`config.mk`:
```
export PLATFORM = sky130hd
export DESIGN_NAME = instr_window_fetch
export DESIGN_NICKNAME = d
export VERILOG_FILES = /design/src/rtl/instr_pkg.sv /design/src/rtl/instr_window_fetch_fifo.sv /design/src/rtl/instr_window_fetch.sv
export SDC_FILE = /design/constraint.sdc
export NUM_CORES = 1
export LEC_CHECK = 0
export ABC_CLOCK_PERIOD_IN_PS = 7890
export CAP_MARGIN = 20
export CORE_AREA = 2 2 123 125
export DETAILED_ROUTE_END_ITERATION = 8
export DIE_AREA = 0 0 125 127
export GPL_ROUTABILITY_DRIVEN = 0
export SLEW_MARGIN = 5
export SYNTH_ARGS = -nofsm -noshare
export SYNTH_HDL_FRONTEND = slang
export SYNTH_HIERARCHICAL = 1
export SYNTH_SLANG_ARGS = --single-unit
```
`constraint.sdc`:
```
create_clock -name clock -period 7.89 [get_ports clock]
set_clock_uncertainty 0.15 [all_clocks]
set_input_delay 1.578 -clock clock [delete_from_list [all_inputs] [get_ports clock]]
set_output_delay 1.578 -clock clock [all_outputs]
set_load 0.02 [all_outputs]
```
`src/rtl/instr_pkg.sv`:
```
// Shared instruction-fetch definitions.
// Holds the default address width, the bubble encoding driven on empty
// window slots, and the low-nibble opcode classes that both this fetch
// block and the pipeline control FSM decode.
package instr_pkg;

  localparam int ADDR_W_DEF = 8;

  // Matches no hazard, branch or stop decode, so an empty slot is inert.
  localparam logic [7:0] BUBBLE_INSTR_DEF = 8'h0A;

  localparam logic [3:0] OP_STOP = 4'b0001;
  localparam logic [3:0] OP_BR0  = 4'b0101;
  localparam logic [3:0] OP_BR1  = 4'b1001;
  localparam logic [3:0] OP_BR2  = 4'b1101;

  function automatic logic is_stop(input logic [7:0] ins);
    return ins[3:0] == OP_STOP;
  endfunction

endpackage

```
`src/rtl/instr_window_fetch_fifo.sv`:
```
// instr_fifo_tagged: DEPTH-entry circular buffer of {pc, instr}.
// Ports:
//   clock, reset        clock / async active-high reset
//   flush_i             empty the buffer (wins over push/pop)
//   push_i, push_pc_i, push_instr_i   write one tagged entry at the tail
//   pop_i               drop the head; caller guarantees non-empty
//   peek_instr_o[k]     instruction at head+k, k=0..2 (raw, unqualified)
//   head_pc_o           PC tag of the head entry
//   count_o             occupied entries
module instr_fifo_tagged
  import instr_pkg::*;
#(
  parameter int DEPTH  = 4,
  parameter int ADDR_W = ADDR_W_DEF
) (
  input  logic                     clock,
  input  logic                     reset,
  input  logic                     flush_i,
  input  logic                     push_i,
  input  logic [ADDR_W-1:0]        push_pc_i,
  input  logic [7:0]               push_instr_i,
  input  logic                     pop_i,
  output logic [2:0][7:0]          peek_instr_o,
  output logic [ADDR_W-1:0]        head_pc_o,
  output logic [$clog2(DEPTH):0]   count_o
);

  localparam int PW = $clog2(DEPTH);
  localparam int CW = PW + 1;

  logic [7:0]        instr_mem [DEPTH];
  logic [ADDR_W-1:0] pc_mem    [DEPTH];
  logic [PW-1:0]     rd_q, rd_d, wr_q, wr_d;
  logic [CW-1:0]     cnt_q, cnt_d;

  always_comb begin
    rd_d  = rd_q;
    wr_d  = wr_q;
    cnt_d = cnt_q;
    if (flush_i) begin
      rd_d  = '0;
      wr_d  = '0;
      cnt_d = '0;
    end else begin
      if (push_i) wr_d = wr_q + 1'b1;
      if (pop_i)  rd_d = rd_q + 1'b1;
      case ({push_i, pop_i})
        2'b10:   cnt_d = cnt_q + 1'b1;
        2'b01:   cnt_d = cnt_q - 1'b1;
        default: cnt_d = cnt_q;
      endcase
    end
  end

  always_ff @(posedge clock or posedge reset) begin
    if (reset) begin
      rd_q  <= '0;
      wr_q  <= '0;
      cnt_q <= '0;
    end else begin
      rd_q  <= rd_d;
      wr_q  <= wr_d;
      cnt_q <= cnt_d;
    end
  end

  // Payload storage needs no reset; validity comes from cnt_q.
  always_ff @(posedge clock) begin
    if (push_i && !flush_i) begin
      instr_mem[wr_q] <= push_instr_i;
      pc_mem[wr_q]    <= push_pc_i;
    end
  end

  // DEPTH is a power of two, so PW-bit addition wraps the ring for free.
  for (genvar k = 0; k < 3; k++) begin : g_peek
    logic [PW-1:0] idx;
    assign idx             = rd_q + PW'(k);
    assign peek_instr_o[k] = instr_mem[idx];
  end

  assign head_pc_o = pc_mem[rd_q];
  assign count_o   = cnt_q;

endmodule

```
`src/rtl/instr_window_fetch.sv`:
```
// instr_window_fetch: sequential instruction prefetch queue with a
// three-deep look-ahead window for hazard/decode logic.
// Optional feature macro: INSTR_WINDOW_STOP_HALT_EN -- when defined, pushing
// a stop opcode halts further fetching until redirect or reset.
// Ports:
//   clock, reset              clock / async active-high reset
//   advance                   retire head (ignored when empty)
//   redirect, redirect_pc     flush queue and refetch from redirect_pc
//   mem_req, mem_addr         read request; data returns one cycle later
//   mem_rdata                 read data
//   instr/next_instr/next_next_instr  window, BUBBLE on empty slots
//   win_valid                 per-slot valid, bit0 = instr
//   instr_pc                  head PC, or next expected PC when empty
//   queue_count               occupied entries
module instr_window_fetch
  import instr_pkg::*;
#(
  parameter int               ADDR_W       = ADDR_W_DEF,
  parameter int               DEPTH        = 4,
  parameter logic [ADDR_W-1:0] RESET_PC    = '0,
  parameter logic [7:0]       BUBBLE_INSTR = BUBBLE_INSTR_DEF
) (
  input  logic                   clock,
  input  logic                   reset,
  input  logic                   advance,
  input  logic                   redirect,
  input  logic [ADDR_W-1:0]      redirect_pc,
  output logic                   mem_req,
  output logic [ADDR_W-1:0]      mem_addr,
  input  logic [7:0]             mem_rdata,
  output logic [7:0]             instr,
  output logic [7:0]             next_instr,
  output logic [7:0]             next_next_instr,
  output logic [2:0]             win_valid,
  output logic [ADDR_W-1:0]      instr_pc,
  output logic [$clog2(DEPTH):0] queue_count
);

  localparam int CW = $clog2(DEPTH) + 1;

  logic [ADDR_W-1:0] fetch_pc_q, fetch_pc_d;
  logic [ADDR_W-1:0] req_pc_q, req_pc_d;
  logic              inflight_q, inflight_d;
  logic              epoch_q, epoch_d;
  logic              req_epoch_q, req_epoch_d;

  logic [2:0][7:0]   peek;
  logic [ADDR_W-1:0] head_pc;
  logic [CW-1:0]     cnt;
  logic              rsp_ok, push, pop, stop_block;
  logic [CW:0]       occ;

  // A response counts only if it belongs to the current epoch; redirect in
  // the arrival cycle drops it too, since the queue is being flushed.
  assign rsp_ok = inflight_q && (req_epoch_q == epoch_q);
  assign push   = rsp_ok && !redirect;
  assign pop    = advance && (cnt != '0) && !redirect;

  // Occupancy after this cycle's retire, counting the slot reserved by an
  // outstanding read, so the response always has room.
  assign occ = {1'b0, cnt} + (CW+1)'(inflight_q)
             - (CW+1)'(advance && (cnt != '0));

`ifdef INSTR_WINDOW_STOP_HALT_EN
  logic halted_q, halted_d;
  // Block the request issued alongside the stop push as well, so nothing
  // past the stop is fetched.
  assign stop_block = halted_q || (push && is_stop(mem_rdata));
  always_comb begin
    halted_d = halted_q;
    if (redirect)                          halted_d = 1'b0;
    else if (push && is_stop(mem_rdata))   halted_d = 1'b1;
  end
  always_ff @(posedge clock or posedge reset) begin
    if (reset) halted_q <= 1'b0;
    else       halted_q <= halted_d;
  end
`else
  assign stop_block = 1'b0;
`endif

  assign mem_req  = !reset && !redirect && !stop_block && (occ < (CW+1)'(DEPTH));
  assign mem_addr = fetch_pc_q;

  always_comb begin
    fetch_pc_d  = fetch_pc_q;
    req_pc_d    = req_pc_q;
    inflight_d  = mem_req;
    epoch_d     = epoch_q;
    req_epoch_d = req_epoch_q;
    if (redirect) begin
      fetch_pc_d = redirect_pc;
      epoch_d    = ~epoch_q;
      inflight_d = 1'b0;
    end else if (mem_req) begin
      fetch_pc_d  = fetch_pc_q + 1'b1;
      req_pc_d    = fetch_pc_q;
      req_epoch_d = epoch_q;
    end
  end

  always_ff @(posedge clock or posedge reset) begin
    if (reset) begin
      fetch_pc_q  <= RESET_PC;
      req_pc_q    <= RESET_PC;
      inflight_q  <= 1'b0;
      epoch_q     <= 1'b0;
      req_epoch_q <= 1'b0;
    end else begin
      fetch_pc_q  <= fetch_pc_d;
      req_pc_q    <= req_pc_d;
      inflight_q  <= inflight_d;
      epoch_q     <= epoch_d;
      req_epoch_q <= req_epoch_d;
    end
  end

  instr_fifo_tagged #(.DEPTH(DEPTH), .ADDR_W(ADDR_W)) u_fifo (
    .clock        (clock),
    .reset        (reset),
    .flush_i      (redirect),
    .push_i       (push),
    .push_pc_i    (req_pc_q),
    .push_instr_i (mem_rdata),
    .pop_i        (pop),
    .peek_instr_o (peek),
    .head_pc_o    (head_pc),
    .count_o      (cnt)
  );

  for (genvar i = 0; i < 3; i++) begin : g_win
    assign win_valid[i] = cnt > CW'(i);
  end

  assign instr           = win_valid[0] ? peek[0] : BUBBLE_INSTR;
  assign next_instr      = win_valid[1] ? peek[1] : BUBBLE_INSTR;
  assign next_next_instr = win_valid[2] ? peek[2] : BUBBLE_INSTR;

  // Empty queue: show the address the next pushed entry will carry.
  assign instr_pc    = win_valid[0] ? head_pc : (fetch_pc_q - ADDR_W'(inflight_q));
  assign queue_count = cnt;

endmodule

```
==> results of run 1 <==
-- worst paths after layout --
kind	depth (start not counted)	to	slack [ps]
worst min register to register	1	epoch_q$_DFFE_PP0P_	360
worst max-delay path	9	mem_req	1660
min in group asynchronous	2	u_fifo/count_o[0]$_DFFE_PP0P_	1570
worst min-delay path	1	epoch_q$_DFFE_PP0P_	360
worst max register to register	10	req_pc_q[2]$_DFFE_PP0P_	4090
max in group asynchronous	2	req_pc_q[4]$_DFFE_PP0P_	5240
-- cells by family after synthesis --
| group | after synthesis |
|---|---|
| AOI/OAI and AO/OA | 38 |
| xor gates and xnor gates | 13 |
| adders and majority gates | 13 |
| buffers and inverters | 31 |
| DFF | 90 |
| muxes | 43 |
| and+or+nand+nor | 95 |
-- flip-flops by register name (all words and copies together) (netlist names) --
signal and count:
req_pc_q 8, u_fifo/count_o 3, u_fifo/wr_q 2, u_fifo/pc_mem 32, epoch_q 1, u_fifo/rd_q 2, req_epoch_q 1, u_fifo/instr_mem 32
mem_addr 8, inflight_q 1
-- where the power goes --
group | internal (W) | total (W) | leakage [nW] | switching [W]
Sequential | 0.000571 | 0.000635 | 0.901 | 0.0000631
Combinational | 0.000204 | 0.000424 | 0.902 | 0.000221
Clock | 0.000278 | 0.000449 | 0.153 | 0.000171
Total | 0.00105 | 0.00151 | 1.96 | 0.000455
-- synth_stat cells (all sizes together), types with 7 or more instances --
cell | n | share of area [%]
nor2 | 21 | 1.7
inv | 12 | 0.96
nand2 | 20 | 1.6
nor2b | 9 | 1.2
xnor2 | 7 | 1.3
mux4 | 32 | 16
edfxtp | 64 | 41
mux2 | 9 | 2.2
clkbuf | 7 | 0.56
ha | 12 | 3.2
buf | 11 | 2.4
and2 | 17 | 2.3
dfrtp | 26 | 14
o211ai | 9 | 1.4
a21oi | 13 | 1.4
-- area by class of cell --
type / count / area, µm²
Tap cell: 184 / 230.2
Fill cell: 1338 / 8622
Timing Repair Buffer: 70 / 703.2
Multi-Input combinational cell: 202 / 1927
Clock inverter: 6 / 90.09
Clock buffer: 10 / 229.0
Sequential cell: 90 / 2574
Inverter: 13 / 48.80
-- layer usage --
layer	global-route usage (%)	up-vias	part of all wire (%)
li1	-	1352	-
met1	17.10	1460	45
met2	22.51	87	49
met3	3.266	10	4.9
met4	4.248	0	1.3
met5	0	-	0
-- stage by stage --
step                      instance area [µm²]  utilization, %  setup WS, ps  std cells  total power, W
final                                    5802           40.22          1663        575        0.001508
after global routing                     5802           40.22          1465        575        0.001584
after CTS                                5782           40.09          1635        574        0.001522
after detailed placement                 5463           37.87          1641        558        0.001070
after global placement                   5463           37.87          1679        558        0.001060
after floorplan                          4681               -          2614        323       0.0008831
==> impl_metrics.toml, run 1 <==
[outcome]
status = "finished, final reports clean"

[floorplanning]
num_rows = 44
initial_core_util_pct = 32.45
die_h_um = 127
io_pins = 67
core_area_um2 = 14420
die_w_um = 125
dieArea_um2 = 15880

[logic_synthesis]
async_flop_share_pct = 28.89
ys_ff_latch = 90
synth_simple_gate_area_share_pct = 10.75
netlist_area_um2 = 4681
synth-compound-area-share_pct = 5.934
yosys.cell_types.count = 45
syn_area_per_cell_um2 = 14.49
seq_area_frac_synth_pct = 54.96
synth_top_family_by_area = "multiplexers"
synth_adder_area_share_pct = 3.635
syn_nets = 356
netlist_instances = 323
synth-edff-count = 64
synthXorXnorAreaFrac_pct = 2.433
ys.warnings.count = 6
synth-main-ff-cell = "edfxtp_1"
synthMuxAreaShare_pct = 18.31

[placed_design]
io_buffers = 66
dp_hpwl_um = 6864

[setup_path]
crit_start = "advance"
crit_chain = "clkdlybuf4s50_1 > nor2b_1 > ha_1 > inv_1 > ha_1 > and3b_1 > or4b_1 > a211oi_1 > clkdlybuf4s50_1"
slowest_delay_ps = 710
critical_path_class = "in2out"
slowest_stage = "or4b_1"
cp.arrival_ps = 4500
path_max_fanout = 10
timing.rr.start = "u_fifo/count_o[2]$_DFFE_PP0P_"
worst-path-buf-inv = 3
end_kind = "primary output"
crit_path_start_kind = "input pin"
crit_required_ps = 6160
critical_path.top_delay_family = "buffers and inverters"

[job]
drv_cap = 0

[grt]
grt_pass1_wl_um = 16550
grt_pass1_vias = 3063
grt_overflow = 0
grt_max_degree = 35
grt.total_usage_pct = 13.36
antenna_found_initial = 0

[drt]
wl_per_cell_um = 17.65
dr.pass1.iters = 4
routed_wirelength_um = 10150
drtIter0Drc = 130
drc_errors = 0
detail-route-antenna-nets = 0
vias = 2909
via_per_inst = 5.059

[timing]
rsz0062_at_grt = "false"
max_freq_ghz = 0.1606
period_share_pct = 78.92
hold_violations = 0
period_minus_slack_ps = 6227
maxSlewViolCount = 0
hold_slack_ps = 364.4
setup_violations = 0
maxSlewHeadroom_pct = 36.23
final.setup.tns_ps = 0
tightest_slew_ps = 943.2

[cts]
cts_tree = "yes"
post_cts_buffers = 0
clk_path_buf_depth = 2
cts_resized = 0
clk_latency_ps = 330
cts_root_buf = "clkbuf_16"
numCtsBuffers = 9
path_clk_slew_ps = 60
htree_levels = 3
postCtsHoldBufs = 0
cts.sinks = 90

[pwr]
irDropWorstVdd_mv = 0.1172
p_leak_nw = 1.956
pwr_density_cell_nw_per_um2 = 259.9

[finish]
final_common_cell = "clkdlybuf4s50_1"
nNetsFinal = 419
final_cell_mix = "clkdlybuf4s50_1, edfxtp_1, mux4_2"
areaGrowthSynthToFinish_pct = 23.95
drive_above_1_share_pct = 15.60
diodes = 0

[worst_hold_path]
hold_path_class = "reg2reg"
min-delay-start = "epoch_q$_DFFE_PP0P_"
No activity file was read; power rests on OpenSTA's default activity.
==> run 2: changes to the inputs <==
ABC_CLOCK_PERIOD_IN_PS = 6300   (was 7890)
clock period = 6.3 ns   (was 7.89 ns; I/O delays follow)
==> impl_metrics.toml, run 2 (synthesis gave the netlist of run 1 again) <==
[pwr]
sw_frac_of_total_pct = 30.68
pwr_density_cell_nw_per_um2 = 318.8
power_frac_seq_pct = 42.8
clkPwrFrac_pct = 28.4
p_comb_share_pct = 28.8
switchingPower_w = 0.0005657
p_leak_nw = 1.948
p_int_w = 0.001278
irDropWorstVdd_mv = 0.1507

[grt]
grt_max_degree = 35
grt.total_usage_pct = 13.05
grt_pass1_wl_um = 16100
grt_use_met1_pct = 17.27
grt_pass1_vias = 2940
grt_use_met3_pct = 2.471
grt_use_met2_pct = 21.71
busiest_layer = "met2"
grt_overflow = 0
antenna_found_initial = 0

[cts]
cts.sinks = 90
post_cts_buffers = 0
htree_levels = 3
cts_root_buf = "clkbuf_16"
cts_tree = "yes"
numCtsBuffers = 9
path_clk_slew_ps = 60
clk_path_buf_depth = 2
postCtsHoldBufs = 0
cts_resized = 0
clk_latency_ps = 330

[finish]
nNetsFinal = 420
drive_above_1_share_pct = 15.60
stdcell_count = 575
top_regs = "u_fifo/instr_mem (32), u_fifo/pc_mem (32)"
areaGrowthSynthToFinish_pct = 23.55
final_cell_mix = "clkdlybuf4s50_1, edfxtp_1, mux4_2"
final_common_cell = "clkdlybuf4s50_1"
diodes = 0

[timing]
final.setup.tns_ps = 0
setup_violations = 0
period_minus_slack_ps = 5605
max_freq_ghz = 0.1784
maxSlewViolCount = 0
period_share_pct = 88.96
tightest_slew_ps = 967.5
rsz0062_at_grt = "false"
maxSlewHeadroom_pct = 35.50
hold_violations = 0

[setup_path]
cp.arrival_ps = 4190
crit_chain = "clkdlybuf4s50_1 > nor2b_1 > ha_1 > inv_1 > ha_1 > and3b_1 > or4b_1 > a211oi_1 > clkdlybuf4s50_1"
crit_required_ps = 4890
slowest_delay_ps = 710
reg2reg_depth = 10
path_max_fanout = 10
end_kind = "primary output"
crit_path_start_kind = "input pin"
slowest_stage = "or4b_1"
critical_path_class = "in2out"

[placed_design]
io_buffers = 66
placed_cells = 559
dp_hpwl_um = 6799

[outcome]
status = "finished, final reports clean"

[floorplanning]
num_rows = 44
dieArea_um2 = 15880
core_area_um2 = 14420
die_w_um = 125
die_h_um = 127
io_pins = 67
initial_core_util_pct = 32.45

[drt]
detail-route-antenna-nets = 0
wl_per_cell_um = 17.36
via_per_inst = 4.998
drc_errors = 0
drtIter0Drc = 131
routed_wirelength_um = 9981
vias = 2874
dr.pass1.iters = 4

[worst_hold_path]
hold_path_class = "reg2reg"
holdPathStages = 1

[job]
drv_cap = 0
-- run 2: stage by stage --
step	hold slack [ps]	cell area [µm²]	utilization, %	total power, W	setup WS (ps)
global route	385.0	5783	40.09	0.001938	584.6
finish	357.3	5783	40.09	0.001844	695.4
floorplan	322.4	4681	-	0.001106	1660
global placement	337.4	5470	37.93	0.001330	710.0
CTS	359.7	5763	39.95	0.001865	693.6
detailed placement	346.9	5470	37.93	0.001339	703.2
-- run 2: worst max-delay path, delay by kind of cell --
kind | cells | cell delay (ps)
AO/OA/AOI/OAI | 1 | 310
adder cells (fa/ha/maj) | 2 | 410
buffers and inverters | 3 | 1140
AND/OR/NAND/NOR | 3 | 1080
-- run 2: final timing paths --
| check | start | slack (ps) | to |
|---|---|---|---|
| setup / recovery | advance | 700 | mem_req |
| hold / removal | epoch_q$_DFFE_PP0P_ | 360 | epoch_q$_DFFE_PP0P_ |
| setup reg to reg | u_fifo/count_o[2]$_DFFE_PP0P_ | 2570 | req_pc_q[2]$_DFFE_PP0P_ |
| hold reg to reg | epoch_q$_DFFE_PP0P_ | 360 | epoch_q$_DFFE_PP0P_ |
| max in group asynchronous | reset | 3980 | req_pc_q[7]$_DFFE_PP0P_ |
| min in group asynchronous | reset | 1260 | u_fifo/count_o[0]$_DFFE_PP0P_ |
-- run 2: metal layers --
| layer | vias up | routed length [µm] |
|---|---|---|
| met5 | - | 0 |
| met3 | 10 | 416 |
| met2 | 72 | 4783 |
| met1 | 1440 | 4667 |
| li1 | 1352 | - |
| met4 | 0 | 112 |
-- run 2: cell type report --
cell class              count  area, µm²
repair buffers             71      710.7
well taps                 184      230.2
inverters                  13      48.80
fillers                  1355       8641
clock inverters             6      67.56
flip-flops and latches     90       2574
multi-input cells         202       1927
clock buffers               9      225.2
-- run 2: power by group through the flow --
stage / sequential, W / clock [W] / combinational (W)
after floorplan: 0.000784 / 0 / 0.000322
after global placement: 0.000807 / 0 / 0.000523
after detailed placement: 0.000813 / 0 / 0.000527
after CTS: 0.000801 / 0.000535 / 0.000530
after global routing: 0.000800 / 0.000559 / 0.000580
final: 0.000788 / 0.000524 / 0.000532
